**config.mk**
```make
export PLATFORM = sky130hd
export DESIGN_NAME = game_sequencer
export DESIGN_NICKNAME = d
export VERILOG_FILES = /design/src/rtl/tron_pkg.sv /design/src/rtl/game_sequencer_frame_tick_gen.sv /design/src/rtl/game_sequencer.sv
export SDC_FILE = /design/constraint.sdc
export NUM_CORES = 1
export LEC_CHECK = 0
export CORE_ASPECT_RATIO = 2
export CORE_MARGIN = 4
export CORE_UTILIZATION = 40
export CTS_CLUSTER_SIZE = 40
export DETAILED_ROUTE_END_ITERATION = 8
export DONT_BUFFER_PORTS = 1
export SLEW_MARGIN = 30
export SYNTH_ARGS = -nofsm -noshare
export SYNTH_HDL_FRONTEND = slang
export SYNTH_SLANG_ARGS = --single-unit
export TNS_END_PERCENT = 1
```
**constraint.sdc**
```tcl
create_clock -name Clk -period 5.8 [get_ports Clk]
set_input_delay 1.45 -clock Clk [delete_from_list [all_inputs] [get_ports Clk]]
set_output_delay 1.45 -clock Clk [all_outputs]
set_load 0.1 [all_outputs]
```
**src/rtl/tron_pkg.sv**
```systemverilog
`default_nettype none
// ============================================================================
//  Module      : tron_pkg
//  Description : Shared game-state encoding, winner codes and frame timing
//                defaults for the two-player Tron sequencer, score and bikes.
//  Revision    : 1.0  initial release
// ============================================================================
package tron_pkg;

    typedef enum logic [2:0] {
        ST_TITLE     = 3'd0,
        ST_COUNTDOWN = 3'd1,
        ST_PLAY      = 3'd2,
        ST_ROUND_END = 3'd3,
        ST_MATCH_END = 3'd4
    } game_state_t;

    localparam logic [1:0] c_win_none = 2'b00;
    localparam logic [1:0] c_win_blue = 2'b01;
    localparam logic [1:0] c_win_red  = 2'b10;
    localparam logic [1:0] c_win_draw = 2'b11;

    localparam int c_def_countdown_frames = 180;
    localparam int c_def_round_end_frames = 90;
    localparam int c_def_match_end_frames = 600;
    localparam int c_def_cw               = 10;

    // Score reports the loser's side: Red_W means blue reached the win count.
    function automatic logic [1:0] winner_code(input logic blue_w, input logic red_w);
        logic [1:0] code;
        case ({blue_w, red_w})
            2'b01:   code = c_win_blue;
            2'b10:   code = c_win_red;
            2'b11:   code = c_win_draw;
            default: code = c_win_none;
        endcase
        return code;
    endfunction

endpackage
`default_nettype wire

```
**src/rtl/game_sequencer_frame_tick_gen.sv**
```systemverilog
`default_nettype none
// ============================================================================
//  Module      : frame_tick_gen
//  Description : Brings the asynchronous frame clock into the Clk domain and
//                emits a single-cycle tick per rising edge.
//  Revision    : 1.0  initial release
// ============================================================================
module frame_tick_gen (
    input  logic Clk,
    input  logic Reset,
    input  logic frame_clk,
    output logic frame_tick
);

    logic r_sync1;
    logic r_sync2;
    logic r_sync_prev;

    always_ff @(posedge Clk) begin
        if (Reset) begin
            r_sync1     <= 1'b0;
            r_sync2     <= 1'b0;
            r_sync_prev <= 1'b0;
            frame_tick  <= 1'b0;
        end else begin
            r_sync1     <= frame_clk;
            r_sync2     <= r_sync1;
            r_sync_prev <= r_sync2;
            frame_tick  <= r_sync2 & ~r_sync_prev;
        end
    end

endmodule
`default_nettype wire

```
**src/rtl/game_sequencer.sv**
```systemverilog
`default_nettype none
// ============================================================================
//  Module      : game_sequencer
//  Description : Round/match controller for two-player Tron: title, countdown,
//                play, round-end pause and match-end sequencing.
//  Revision    : 1.0  initial release
// ============================================================================
module game_sequencer
    import tron_pkg::*;
#(
    parameter int COUNTDOWN_FRAMES = c_def_countdown_frames,
    parameter int ROUND_END_FRAMES = c_def_round_end_frames,
    parameter int MATCH_END_FRAMES = c_def_match_end_frames,
    parameter int CW               = c_def_cw
) (
    input  logic       Clk,
    input  logic       Reset,
    input  logic       frame_clk,
    input  logic       start_key,
    input  logic       reset_round,
    input  logic       Blue_W,
    input  logic       Red_W,
    output logic [2:0] Game_State,
    output logic       freeze_bikes,
    output logic       respawn,
    output logic [1:0] countdown_digit,
    output logic [1:0] winner
);

    localparam logic [CW-1:0] c_cd_last = CW'(COUNTDOWN_FRAMES - 1);
    localparam logic [CW-1:0] c_re_last = CW'(ROUND_END_FRAMES - 1);
    localparam logic [CW-1:0] c_me_last = CW'(MATCH_END_FRAMES - 1);
    localparam logic [CW+1:0] c_cd_t1   = (CW+2)'(COUNTDOWN_FRAMES);
    localparam logic [CW+1:0] c_cd_t2   = (CW+2)'(2 * COUNTDOWN_FRAMES);

    game_state_t   r_state;
    game_state_t   w_next_state;
    logic [CW-1:0] r_frame_cnt;
    logic [CW-1:0] w_cnt_next;
    logic [CW-1:0] w_elapsed;
    logic [CW+1:0] w_elapsed3;
    logic [1:0]    w_digit_next;
    logic [1:0]    w_winner_next;
    logic          r_start_prev;
    logic          w_start_edge;
    logic          w_tick;
    logic          w_expire;
    logic          w_win;
    logic          w_respawn_next;

    frame_tick_gen u_frame_tick_gen (
        .Clk        (Clk),
        .Reset      (Reset),
        .frame_clk  (frame_clk),
        .frame_tick (w_tick)
    );

    assign w_start_edge = start_key & ~r_start_prev;
    assign w_expire     = w_tick && (r_frame_cnt == '0);
    assign w_win        = Blue_W | Red_W;

    always_comb begin
        w_next_state   = ST_TITLE;
        w_respawn_next = 1'b0;
        case (r_state)
            ST_TITLE: begin
                if (w_start_edge) begin
                    w_next_state   = ST_COUNTDOWN;
                    w_respawn_next = 1'b1;
                end else begin
                    w_next_state = ST_TITLE;
                end
            end
            ST_COUNTDOWN: begin
                w_next_state = w_expire ? ST_PLAY : ST_COUNTDOWN;
            end
            ST_PLAY: begin
                if (w_win)
                    w_next_state = ST_MATCH_END;
                else if (reset_round)
                    w_next_state = ST_ROUND_END;
                else
                    w_next_state = ST_PLAY;
            end
            ST_ROUND_END: begin
                if (w_win) begin
                    w_next_state = ST_MATCH_END;
                end else if (w_expire) begin
                    w_next_state   = ST_COUNTDOWN;
                    w_respawn_next = 1'b1;
                end else begin
                    w_next_state = ST_ROUND_END;
                end
            end
            ST_MATCH_END: begin
                w_next_state = (w_start_edge || w_expire) ? ST_TITLE : ST_MATCH_END;
            end
            default: begin
                w_next_state = ST_TITLE;
            end
        endcase
    end

    // Every timed state is entered with N-1 so that exactly N ticks elapse.
    always_comb begin
        w_cnt_next = r_frame_cnt;
        if (w_next_state != r_state) begin
            case (w_next_state)
                ST_COUNTDOWN: w_cnt_next = c_cd_last;
                ST_ROUND_END: w_cnt_next = c_re_last;
                ST_MATCH_END: w_cnt_next = c_me_last;
                default:      w_cnt_next = '0;
            endcase
        end else if (w_tick && (r_frame_cnt != '0)) begin
            w_cnt_next = r_frame_cnt - CW'(1);
        end
    end

    // digit = 3 - floor(3*elapsed/N), resolved by comparing 3*elapsed to N and 2N.
    always_comb begin
        w_elapsed    = c_cd_last - w_cnt_next;
        w_elapsed3   = {2'b00, w_elapsed} + {1'b0, w_elapsed, 1'b0};
        w_digit_next = 2'd0;
        if (w_next_state == ST_COUNTDOWN) begin
            if (w_elapsed3 < c_cd_t1)
                w_digit_next = 2'd3;
            else if (w_elapsed3 < c_cd_t2)
                w_digit_next = 2'd2;
            else
                w_digit_next = 2'd1;
        end
    end

    always_comb begin
        w_winner_next = c_win_none;
        if (w_next_state == ST_MATCH_END) begin
            if (r_state != ST_MATCH_END)
                w_winner_next = winner_code(Blue_W, Red_W);
            else
                w_winner_next = winner;
        end
    end

    always_ff @(posedge Clk) begin
        if (Reset) begin
            r_state         <= ST_TITLE;
            r_frame_cnt     <= '0;
            r_start_prev    <= 1'b1;
            Game_State      <= ST_TITLE;
            freeze_bikes    <= 1'b1;
            respawn         <= 1'b0;
            countdown_digit <= 2'd0;
            winner          <= c_win_none;
        end else begin
            r_state         <= w_next_state;
            r_frame_cnt     <= w_cnt_next;
            r_start_prev    <= start_key;
            Game_State      <= w_next_state;
            freeze_bikes    <= (w_next_state != ST_PLAY);
            respawn         <= w_respawn_next;
            countdown_digit <= w_digit_next;
            winner          <= w_winner_next;
        end
    end

endmodule
`default_nettype wire

```
### Word level (Yosys, flattened, before mapping)

Cells that the tools add are included.

| storage, ports and cells | value |
|---|---|
| word-level logic and storage cells | 62 |
| flip-flop bits (word level) | 24 |

| cells by class | value |
|---|---|
| muxes and demuxes | 18 |
| add/subtract/negate cells | 3 |
| reductions and logical operators | 8 |
| magnitude comparators | 2 |
| bitwise logic cells | 7 |
| eq/ne operators | 13 |

Operators by type and width:

| kind | number |
|---|---|
| 10-bit one-hot mux with 3 select lines | 1 |
| 10-bit 2-to-1 mux | 2 |
| 3-bit one-hot mux with 5 select lines | 1 |
| 10-bit by 11-bit adder with 12-bit output | 1 |
| 12-bit by 8-bit < comparator with 1-bit output (second input constant) | 1 |
| 12-bit by 9-bit < comparator with 1-bit output (second input constant) | 1 |
| 10-bit zero test | 1 |
| 10-bit nonzero test | 1 |
| 10-bit by 1-bit subtractor with 10-bit output (second input constant) | 1 |
| 8-bit by 10-bit subtractor with 10-bit output (first input constant) | 1 |
| 3-bit by 2-bit equality test with 1-bit output (second input constant) | 3 |
| 3-bit 2-to-1 mux | 3 |
| 2-bit 2-to-1 mux | 4 |
| 3-bit by 1-bit equality test with 1-bit output (second input constant) | 2 |
| 3-bit equality test (second input constant) | 2 |
| 2-bit one-hot mux with 3 select lines | 1 |
| 1-bit 2-to-1 mux | 5 |
| 2-bit equality test (second input constant) | 2 |
| 1-bit NOT | 4 |
| 2-bit OR reduction | 2 |
| 3-bit zero test | 1 |
| 3-bit by 2-bit != test with 1-bit output (second input constant) | 1 |
| 3-bit != test | 1 |
| 3-bit != test (second input constant) | 1 |
| 6 further kinds | 8 |

### Longest topological paths before layout

| depth | value |
|---|---|
| word-level depth | 13 |
| gate-level depth with buffers | 20 |

### Cells and area by module

From an unflattened synthesis, not the netlist that was laid out.

| unflattened totals | value |
|---|---|
| cells, all modules | 241 |
| area, all modules | 1986.9 um^2 |

By module, submodules not included:

| module | sequential area each (um^2) | area each (um^2) | cells an instance | times used |
|---|---|---|---|---|
| game_sequencer | 400.4 | 1875.5 | 233 | 1 |
| frame_tick_gen | 80.1 | 111.4 | 8 | 1 |

### Least setup slack after synthesis

Ideal clock, no wire load.

| timing path | value |
|---|---|
| path type | input-to-reg |
| from | in Red_W |
| to | reg countdown_digit[1] |
| stages on the path | 16 |
| setup slack | 0.342 ns |
| arrival | 5.355 ns |
| required time | 5.697 ns |
| setup time | 0.103 ns |
| cell sequence | or4b_4 nand2_1 o2111ai_1 nor3b_2 a31oi_1 inv_1 ha_1 o21ai_0 nor2_1 a311oi_1 o211ai_4 o31ai_1 o21ai_0 xnor2_1 nand2b_4 a2111oi_2 |

| on the way | value |
|---|---|
| word-level cells in the longest chain between the ends | 11 |

Ends and longest elaborated chain:

| what | line | text |
|---|---|---|
| from (decl) | game_sequencer.sv:22 | `input logic Red_W,` |
| 1-bit bitwise OR (*) | game_sequencer.sv:60 | `assign w_win = Blue_W \| Red_W;` |
| 3-bit 2-to-1 mux, on equally long branches | game_sequencer.sv:86, game_sequencer.sv:78 |  |
| 3-bit one-hot mux with 5 select lines (*) | game_sequencer.sv:65 | `case (r_state)` |
| 3-bit equality test, or another cell as far along | game_sequencer.sv:108 | `case (w_next_state)` |
| 10-bit one-hot mux with 3 select lines | game_sequencer.sv:108 |  |
| 10-bit 2-to-1 mux (*) | game_sequencer.sv:107 | `if (w_next_state != r_state) begin` |
| named net w_cnt_next[2] | game_sequencer.sv:39 | `logic [CW-1:0] w_cnt_next;` |
| 8-bit by 10-bit subtractor with 10-bit output (*) | game_sequencer.sv:121 | `w_elapsed = c_cd_last - w_cnt_next;` |
| 10-bit by 11-bit adder with 12-bit output (*) | game_sequencer.sv:122 | `w_elapsed3 = {2'b00, w_elapsed} + {1'b0, w_elapsed, 1'b0};` |
| 12-bit by 9-bit < comparator with 1-bit output | game_sequencer.sv:127 | `else if (w_elapsed3 < c_cd_t2)` |
| 2-bit 2-to-1 mux | game_sequencer.sv:127 |  |
| 2-bit 2-to-1 mux (*) | game_sequencer.sv:125 | `if (w_elapsed3 < c_cd_t1)` |
| to (signal assigned) | game_sequencer.sv:161 | `countdown_digit <= w_digit_next;` |
| to (decl) | game_sequencer.sv:26 | `output logic [1:0] countdown_digit,` |

Mark *: on every way through the listed nets, which the timed path passes. The rest lies on a longest branch.
A chain may end at the register's enable or synchronous reset.

### Worst setup path in the final report

| timing path | value |
|---|---|
| from | in Red_W |
| to | reg countdown_digit[0] |

| on the way | value |
|---|---|
| word-level cells in the longest chain between the ends | 11 |

Ends and longest elaborated chain:

| what | line |
|---|---|
| 1-bit bitwise OR (*) | game_sequencer.sv:60 |
| 3-bit 2-to-1 mux, on equally long branches | game_sequencer.sv:86, game_sequencer.sv:78 |
| 3-bit one-hot mux with 5 select lines (*) | game_sequencer.sv:65 |
| 3-bit equality test, or another cell as far along | game_sequencer.sv:108 |
| 10-bit one-hot mux with 3 select lines | game_sequencer.sv:108 |
| 10-bit 2-to-1 mux | game_sequencer.sv:107 |
| 8-bit by 10-bit subtractor with 10-bit output | game_sequencer.sv:121 |
| 10-bit by 11-bit adder with 12-bit output | game_sequencer.sv:122 |
| 12-bit by 9-bit < comparator with 1-bit output | game_sequencer.sv:127 |
| 2-bit 2-to-1 mux | game_sequencer.sv:127 |
| 2-bit 2-to-1 mux | game_sequencer.sv:125 |

Mark *: on every way between the ends. The rest lies on a longest branch, timed or not.

==> results.py <==
metrics = {
    "yosys": {
        "syn-cell-area_um2": 1990,
        "synth_ff_type": "dfxtp_1",
        "yosysTopAreaCell": "dfxtp_1",
        "synth.area.top_cells": "dfxtp_1 (24%), ha_1 (7.5%), xnor2_1 (6.2%)",
        "yosys_warnings": 0,
        "synthMuxAreaShare": 0.0358,
        "synth_top_family_by_area": "simple AND/OR/NAND/NOR gates",
        "ys_seq_area_frac": 0.242,
        "synth-edff-count": 0,
        "synth_fa_ha_area_frac": 0.0855,
        "synth-simple-area-share": 0.309,
        "synth_seq_cells": 24,
        "yosysUniqueCellTypes": 68,
        "synth_xor_area_frac": 0.0881,
        "synth_top_area_frac": 0.242,
        "postSynthAreaPerCell_um2": 8.22,
        "synth_compound_gate_area_share": 0.198,
        "synth_cells": 242,
        "synth-async-reset-ratio": 0,
        "syn-num-nets": 262,
    },
    "route": {
        "wl_per_cell_um": 17.0,
        "via_count": 1786,
        "viasPerCell": 5.84,
        "drcViolationCount": 0,
        "drtAntennaViolNets": 0,
        "wl_um": 5210,
        "drtIter0Drc": 76,
        "drt_pass1_iterations": 4,
    },
    "timing": {
        "hold_slack_ns": 0.390,
        "setup_tns_ns": 0,
        "max_freq_mhz": 185,
        "slew_viol_final": 0,
        "rsz0062_at_grt": "no",
        "final-hold-violation-count": 0,
        "fin_worst_skew_ns": 0.00275,
        "finalSetupViolCount": 0,
        "slew_headroom": 0.348,
        "tightest_slew_ns": 0.977,
        "period_needed_ns": 5.39,
        "post-route-period-util": 0.930,
    },
    "die": {
        "initial_utilization": 0.409,
        "dieArea_um2": 6230,
        "rows": 36,
        "ios": 16,
        "die_w_um": 57.9,
        "die_h_um": 108,
        "core_um2": 4860,
    },
    "global_routing": {
        "overflow": 0,
        "grt_antenna_before_repair": 0,
        "grt_pass1_wl_um": 8740,
        "grt_max_degree": 21,
        "grt_pass1_vias": 1888,
        "grt_usage": 0.178,
    },
    "cells_and_area": {
        "area_growth_pct": 7.92,
        "fin_nets": 270,
        "diodes": 0,
        "instances_no_fill": 306,
        "fillers": 526,
        "drive_gt1_frac": 0.141,
    },
    "cts": {
        "cts_buffers": 3,
        "ctsHtreeMaxLevel": 1,
        "cts_resized": 0,
        "clkLatencyLatePin_ns": 0.27,
        "clockBufferDepth": 2,
        "clock-sinks": 24,
        "postCtsSetupBuffers": 0,
        "ctsHoldBuffers": 0,
        "root_buffer": "clkbuf_8",
        "clk_pin_slew_ns": 0.09,
        "cts_tree": "done",
    },
    "power_and_ir_drop": {
        "ir_worst_vdd_mv": 0.155,
        "leakagePower_nw": 0.855,
        "powerDensity_nw_per_um2": 277,
    },
    "critical_path": {
        "critPathMaxFanout": 8,
        "worst-setup-path-type": "in -> reg",
        "cp.arrival_ns": 5.58,
        "critPathLaunchType": "input port",
        "endpoint_kind": "register",
        "crit_required_ns": 5.99,
        "worst-r2r-setup-slack_ns": 0.78,
    },
    "placement": {
        "place_congestion": 0.872,
        "numPlacedInstances": 302,
        "place_hpwl_um": 4290,
        "place.port_buffers": 0,
    },
    "outcome": {
        "status": "finished clean",
    },
    "flow_run": {
        "maxCapViolCount": 0,
    },
    "min_path": {
        "hold_class": "reg -> reg",
    },
}
layout make-up:
class	instances	area, µm²	share of cell area
inverter	10	37.5	0.0175
tap	57	71.3	0.0332
clock buffer	3	41.3	0.0192
multi-input combinational	203	1430	0.664
clock inverter	1	30.0	0.0140
sequential	24	480	0.224
timing repair buffer	8	60.1	0.0280
registers in the layout, summed over array words and instances (netlist names):
signal                        count
countdown_digit                   2
freeze_bikes                      1
r_frame_cnt                      10
r_start_prev                      1
r_state                           3
respawn                           1
u_frame_tick_gen.frame_tick       1
u_frame_tick_gen.r_sync1          1
u_frame_tick_gen.r_sync2          1
u_frame_tick_gen.r_sync_prev      1
winner                            2
layout by cell type, fill, tap and decap left out, types with 2 or more instances in the layout:
cell type,count
dfxtp_1,24
nor4_1,2
nor2b_1,10
clkbuf_8,3
or2_2,4
ha_1,12
o211ai_1,4
nand2b_1,2
nand2_1,20
xnor2_1,14
nor3_1,8
o21ai_0,11
a21o_1,3
a21oi_1,12
a31oi_1,2
nor3b_2,2
xor2_1,6
inv_1,10
mux2i_1,6
buf_4,8
nor4b_1,3
nand4_1,2
nor3b_1,3
nand3_1,3
nor2_1,32
synthesized netlist by cell type (2+ instances only):
cell type,n
nor2b_1,10
inv_1,10
xnor2_1,14
nor3_1,8
o21ai_0,11
nor3b_1,3
ha_1,12
a21o_1,3
or2_2,4
nor4_1,2
nand2b_1,2
a21oi_1,12
nand2_1,20
nor3b_2,2
buf_6,3
nor4b_1,3
nor2_1,32
dfxtp_1,24
mux2i_1,6
nand4_1,2
o211ai_1,4
xor2_1,6
a31oi_1,2
nand3_1,3
path summary, 6_finish.rpt:
check / end / start / depth (start not counted)
setup / recovery: countdown_digit[0]$_SDFF_PP0_ / Red_W / 16
setup reg to reg: countdown_digit[0]$_SDFF_PP0_ / r_frame_cnt[0]$_SDFF_PP0_ / 19
hold reg to reg: u_frame_tick_gen.frame_tick$_SDFF_PP0_ / u_frame_tick_gen.r_sync_prev$_SDFF_PP0_ / 1
hold / removal: u_frame_tick_gen.frame_tick$_SDFF_PP0_ / u_frame_tick_gen.r_sync_prev$_SDFF_PP0_ / 1
where the power goes:
group / internal [mW] / switching [mW] / leakage [nW]
Combinational: 0.109 / 0.138 / 0.624
Clock: 0.0924 / 0.0608 / 0.0357
Sequential: 0.172 / 0.0219 / 0.195
stage by stage:
step	utilization	power (mW)	cell area [µm²]	setup WS, ns
finish	0.441	0.594	2150	0.408
global route	0.441	0.632	2150	0.106
CTS	0.441	0.600	2150	0.397
detailed placement	0.427	0.446	2080	0.114
global placement	0.427	0.444	2080	0.156
floorplan	-	0.399	1990	0.342
cell families after synthesis:
kind of cell               after synthesis
adders and majority gates               13
AOI/OAI and AO/OA                       53
xor gates and xnor gates                20
buffers and inverters                   15
and+or+nand+nor                        110
DFF                                     24
muxes                                    7
metal layers:
| metal | global-route usage | part of all wire | vias to the layer above |
|---|---|---|---|
| met5 | 0 | 0 | - |
| met4 | 0.0995 | 0.058 | 0 |
| met2 | 0.342 | 0.57 | 44 |
| met3 | 0.0216 | 0.032 | 23 |
| met1 | 0.174 | 0.34 | 839 |
| li1 | - | - | 880 |
worst max-delay path: stages:
cell       delay [ns]
or4b_4           0.55
nand2_1          0.10
o2111ai_1        0.19
or3b_1           0.58
nand2_1          0.13
a21boi_0         0.41
nand2_1          0.12
xnor2_1          0.17
ha_1             0.40
a21o_2           0.26
a21o_1           0.18
a221oi_1         0.33
xnor2_1          0.23
or2_0            0.16
o22ai_1          0.07
a211oi_1         0.24
(Power assumes the default switching activity.)
